**src/rtl/fir_tb_pkg.sv**
```systemverilog
// Shared types and constants for the FIR stream source: sample width, gap counter width, FSM states.
package fir_tb_pkg;
  localparam int FIR_DW = 11;
  localparam int GAP_W  = 4;

  typedef enum logic [2:0] {
    S_IDLE,
    S_SEND,
    S_GAP,
    S_DRAIN,
    S_DONE
  } state_t;
endpackage

```
**src/rtl/fir_src_mem.sv**
```systemverilog
// Sample table: synchronous write port, combinational read port. Contents are never reset.
module fir_src_mem #(
  parameter int DW = 11,
  parameter int AW = 6
) (
  input  logic          i_clk,
  input  logic          i_we,
  input  logic [AW-1:0] i_wr_addr,
  input  logic [DW-1:0] i_wr_dat,
  input  logic [AW-1:0] i_rd_addr,
  output logic [DW-1:0] o_rd_dat
);
  localparam int DEPTH = 1 << AW;

  logic [DW-1:0] r_mem [DEPTH];

  always_ff @(posedge i_clk) begin
    if (i_we) r_mem[i_wr_addr] <= i_wr_dat;
  end

  assign o_rd_dat = r_mem[i_rd_addr];
endmodule

```
**src/rtl/fir_stream_source.sv**
```systemverilog
// Replays a preloaded sample table as a DOUT/VOUT stream with programmable length, gap and pause,
// then raises END_SIM after a drain period. Define FIR_SRC_LOOP_EN to add the LOOP input.
module fir_stream_source
  import fir_tb_pkg::*;
#(
  parameter int DW    = FIR_DW,
  parameter int AW    = 6,
  parameter int DRAIN = 10
) (
  input  logic             CLK,
  input  logic             RST,
  input  logic             LD_EN,
  input  logic [AW-1:0]    LD_ADDR,
  input  logic [DW-1:0]    LD_DATA,
  input  logic [AW:0]      LEN,
  input  logic [GAP_W-1:0] GAP,
  input  logic             START,
  input  logic             PAUSE,
`ifdef FIR_SRC_LOOP_EN
  input  logic             LOOP,
`endif
  output logic [DW-1:0]    DOUT,
  output logic             VOUT,
  output logic             BUSY,
  output logic             END_SIM
);
  localparam int DEPTH = 1 << AW;
  localparam int LEN_W = AW + 1;
  localparam int DCW   = $clog2(DRAIN + 1);

  state_t             r_state;
  logic [DW-1:0]      r_dout;
  logic               r_vout;
  logic               r_busy;
  logic               r_end;
  logic [AW-1:0]      r_ptr;
  logic [LEN_W-1:0]   r_cnt;
  logic [LEN_W-1:0]   r_len;
  logic [GAP_W-1:0]   r_gcnt;
  logic [DCW-1:0]     r_dcnt;

  logic [LEN_W-1:0]   w_len_eff;
  logic               w_last;
  logic               w_loop;
  logic               w_ld_we;
  logic [DW-1:0]      w_rd_dat;

  assign w_len_eff = (LEN > LEN_W'(DEPTH)) ? LEN_W'(DEPTH) : LEN;
  assign w_last    = (r_cnt == (r_len - {{AW{1'b0}}, 1'b1}));
  assign w_ld_we   = LD_EN && ((r_state == S_IDLE) || (r_state == S_DONE));

`ifdef FIR_SRC_LOOP_EN
  assign w_loop = LOOP;
`else
  assign w_loop = 1'b0;
`endif

  fir_src_mem #(
    .DW (DW),
    .AW (AW)
  ) u_mem (
    .i_clk     (CLK),
    .i_we      (w_ld_we),
    .i_wr_addr (LD_ADDR),
    .i_wr_dat  (LD_DATA),
    .i_rd_addr (r_ptr),
    .o_rd_dat  (w_rd_dat)
  );

  always_ff @(posedge CLK) begin
    if (RST) begin
      r_state <= S_IDLE;
      r_dout  <= '0;
      r_vout  <= 1'b0;
      r_busy  <= 1'b0;
      r_end   <= 1'b0;
      r_ptr   <= '0;
      r_cnt   <= '0;
      r_len   <= '0;
      r_gcnt  <= '0;
      r_dcnt  <= '0;
    end else begin
      r_vout <= 1'b0;
      unique case (r_state)
        S_IDLE, S_DONE: begin
          if (START) begin
            r_ptr <= '0;
            r_cnt <= '0;
            r_len <= w_len_eff;
            if (LEN != '0) begin
              r_state <= S_SEND;
              r_busy  <= 1'b1;
              r_end   <= 1'b0;
            end else begin
              r_state <= S_DONE;
              r_end   <= 1'b1;
            end
          end
        end
        S_SEND: begin
          if (!PAUSE) begin
            r_dout <= w_rd_dat;
            r_vout <= 1'b1;
            r_ptr  <= r_ptr + 1'b1;
            r_cnt  <= r_cnt + 1'b1;
            // A looping pass restarts at entry 0 and keeps the normal inter-sample gap.
            if (w_last && w_loop) begin
              r_ptr <= '0;
              r_cnt <= '0;
              if (GAP != '0) begin
                r_state <= S_GAP;
                r_gcnt  <= GAP;
              end
            end else if (w_last) begin
              r_state <= S_DRAIN;
              r_dcnt  <= '0;
            end else if (GAP != '0) begin
              r_state <= S_GAP;
              r_gcnt  <= GAP;
            end
          end
        end
        S_GAP: begin
          if (r_gcnt == GAP_W'(1)) r_state <= S_SEND;
          else                     r_gcnt  <= r_gcnt - 1'b1;
        end
        S_DRAIN: begin
          if (r_dcnt == DCW'(DRAIN)) begin
            r_state <= S_DONE;
            r_busy  <= 1'b0;
            r_end   <= 1'b1;
          end else begin
            r_dcnt <= r_dcnt + 1'b1;
          end
        end
        default: r_state <= S_IDLE;
      endcase
    end
  end

  assign DOUT    = r_dout;
  assign VOUT    = r_vout;
  assign BUSY    = r_busy;
  assign END_SIM = r_end;
endmodule
```
**config.mk**
```make
export PLATFORM = sky130hd
export DESIGN_NAME = fir_stream_source
export DESIGN_NICKNAME = d
export VERILOG_FILES = /design/src/rtl/fir_tb_pkg.sv /design/src/rtl/fir_src_mem.sv /design/src/rtl/fir_stream_source.sv
export SDC_FILE = /design/constraint.sdc
export NUM_CORES = 1
export LEC_CHECK = 0
export ABC_AREA = 0
export BUFFER_PORTS_ARGS = -buffer_cell sky130_fd_sc_hd__buf_2
export CAP_MARGIN = 20
export CELL_PAD_IN_SITES_DETAIL_PLACEMENT = 0
export CELL_PAD_IN_SITES_GLOBAL_PLACEMENT = 2
export CORE_UTILIZATION = 40
export DETAILED_ROUTE_END_ITERATION = 10
export PLACE_DENSITY = 0.66
export SYNTH_ARGS = -nofsm -noshare
export SYNTH_HDL_FRONTEND = slang
export SYNTH_HIERARCHICAL = 1
export SYNTH_SLANG_ARGS = --single-unit
```
**constraint.sdc**
```tcl
create_clock -name CLK -period 6 [get_ports CLK]
set_clock_uncertainty 0.1 [all_clocks]
set_input_delay 1.2 -clock CLK [delete_from_list [all_inputs] [get_ports CLK]]
set_output_delay 1.2 -clock CLK [all_outputs]
set_load 0.02 [all_outputs]
```
==> run summary <==
Finished Cell Area = 33600 sq um
cell count after synthesis = 1546
share of the synthesized area in the top cell type = 0.716
Distinct cells, synth = 58
Worst Max-Slew Pin Slew = 1.15 ns
multi-input logic area = 7040 sq um
CTS tree = built
die area = 75000 sq um
ANT nets after route = 0
fin crit period = 3.88 ns
metal1 wirelength = 32.8 mm
Most used DFF post-synth = edfxtp_1
Initial DRT Pass Iterations = 10
most common cell after layout, fill and taps aside = edfxtp_1
DR top layer = met4
Final Routed Wirelength = 73.5 mm
Initial Util = 0.404
register area = 22100 sq um
drt wl/cell = 27.9 microns
Post-CTS Setup Repair Bufs = 0
dpl hpwl = 45.0 mm
CP Max Fanout = 11
worst hold path type = flop to flop
Max-cap violations = 0
Req. time, crit path = 6.14 ns
post-synth net total = 1586
share of power burned in the clock network = 0.448
initial antenna violation count = 0
top cells by area, synth = edfxtp_1 72%, mux4_2 12%, dfxtp_1 3.0%
Pleak = 10.3 nW
via count = 14827
Final setup viols = 0
CTS sink count = 749
chip height = 274 microns
arrival time worst endpoint = 4.02 ns
Yosys reg bits = 749
largest net degree at the start of global routing = 76
first-pass GRT wire length = 107 mm
switching fraction of total power = 0.215
number of diodes = 0
Synth area leader = edfxtp_1
sequential area share after synthesis = 0.746
total negative slack = 0 ns
fill count = 6177
total design power = 11.5 mW
Syn. warnings = 6
Fin. Hold Viols = 0
Hold Buf Count CTS = 0
Area growth, synth to finish = 13.7%
Max VDD drop = 0.000207 V
commonest non-fill, non-tap cells in the layout = 704 x edfxtp_1, 158 x mux4_2, 95 x nor2_1, 83 x nand2_1, 79 x clkbuf_16
vias in the first global route = 14870
Final Max Tran Viols = 0
routed wl met2 = 34.0 mm
switching power = 2.47 mW
met3 wire len = 4.68 mm
Placement Cell Area = 30800 sq um
Comb pwr share = 0.047
syn_area_per_cell = 19.1 sq um
Iteration-0 DRC Markers = 1421
clk buf depth = 3
Clk pin slew, worst setup/hold paths = 0.06 ns
Final WS setup = 2.12 ns
nature of the critical path endpoint = flop
max frequency = 258 MHz
vias per cell = 5.62
fraction of layout cells with a size suffix above 1 = 0.219
IO Pins = 47
RSZ-0062 raised after global routing = false
global route overflow = 0
Flop pwr share = 0.505
slew margin rel. = 0.226
# H-tree levels = 3
Clock Tree Root = clkbuf_16
Final period util = 0.647
all-layer global routing usage = 0.200
Core Box Area = 73100 sq um
final hold slack = 0.359 ns
Post-synth EDFFs = 704
Async SR Flop Fraction = 0
GPL Wtd Cong = 0.797
Die X = 274 microns
TritonCTS buffer count = 79
port bufs = 46
CTS-repair resized insts = 0
FP Rows = 99
Worst Setup Path Type = input pin to flop
violated checks = DRC
dpl ws = 1.47 ns
drc violations = 13
Clock Latency Late Sink = 0.64 ns
crit start category = input pin
Power Density = 342 nW/um^2
Cell Area, Synth = 29500 sq um
status = complete, but fails checks
Int Pwr = 9.01 mW
fin nets = 1655
worst paths after layout:
path / endpoint / slack [ns] / startpoint / cells after the start
max: u_mem/r_mem[62][7] / 2.12 / LD_EN / 5
min: DOUT[2] / 0.36 / DOUT[2] / 2
min reg2reg: DOUT[2] / 0.36 / DOUT[2] / 2
max reg2reg: DOUT[3] / 2.22 / r_ptr[1] / 8
layer usage:
metal,up-vias,GRT usage
met2,496,0.304
met1,7761,0.287
met5,-,0
met3,114,0.0429
li1,6456,-
met4,0,0.0642
per-stage QoR:
step | instances | utilization
floorplan | 1546 | -
global placement | 2488 | 0.421
detailed placement | 2488 | 0.421
CTS | 2635 | 0.459
global route | 2640 | 0.459
finish | 2640 | 0.459
cell type report:
cell class	instances	share of cell area
Timing Repair Buffer	73	0.0146
Tap cell	959	0.0357
Sequential cell	749	0.657
Multi-Input combinational cell	702	0.210
Clock buffer	93	0.0604
Clock inverter	54	0.0218
Inverter	10	0.00112
flip-flops by register name, summed over array words and instances, names as in the netlist:
name / cells
r_gcnt: 4
u_mem/r_mem: 704
r_dcnt: 4
r_state: 3
VOUT: 1
DOUT: 11
BUSY: 1
r_cnt: 7
r_ptr: 6
END_SIM: 1
r_len: 7
cells in the mapped netlist (all sizes together), types with 2 or more instances:
| master | instances |
|---|---|
| a211oi | 19 |
| a21oi | 41 |
| a221oi | 21 |
| a22oi | 11 |
| a31o | 11 |
| a32o | 10 |
| and2 | 4 |
| and4 | 2 |
| buf | 51 |
| clkbuf | 34 |
| dfxtp | 45 |
| edfxtp | 704 |
| ha | 7 |
| inv | 9 |
| mux2i | 72 |
| mux4 | 158 |
| nand2 | 84 |
| nand2b | 4 |
| nand3 | 19 |
| nand3b | 11 |
| nand4 | 6 |
| nand4b | 2 |
| nor2 | 95 |
| nor2b | 19 |
| nor3 | 10 |
| nor3b | 6 |
| nor4 | 11 |
| o21ai | 17 |
| o22ai | 15 |
| or3 | 2 |
| or3b | 5 |
| or4 | 4 |
| xnor2 | 13 |
| xor2 | 10 |
worst max-delay path: stages:
cell	delay (ns)
buf_2	0.09
nor3b_1	0.74
nor2b_1	0.34
nand3_1	0.67
nor2_1	0.98
power groups by stage:
stage               Clock [mW]  Combinational (mW)  Sequential, mW
floorplan                    0               0.332            5.89
global placement             0               0.548            5.91
detailed placement           0               0.551            5.91
CTS                       5.25               0.553            5.80
global route              5.44               0.585            5.80
finish                    5.15               0.543            5.80
logic make-up (layout without fill, tap and decap cells):
logic type | count (synthesis) | in the layout | synth area share
AOI/OAI and AO/OA | 153 | 153 | 0.0360
adders and majority gates | 7 | 7 | 0.00296
xor gates and xnor gates | 23 | 23 | 0.00682
buffers and inverters | 95 | 230 | 0.0158
DFF | 749 | 749 | 0.746
muxes | 230 | 230 | 0.145
and+or+nand+nor | 289 | 289 | 0.0476
Note: power is estimated with default switching activity, not from simulation.
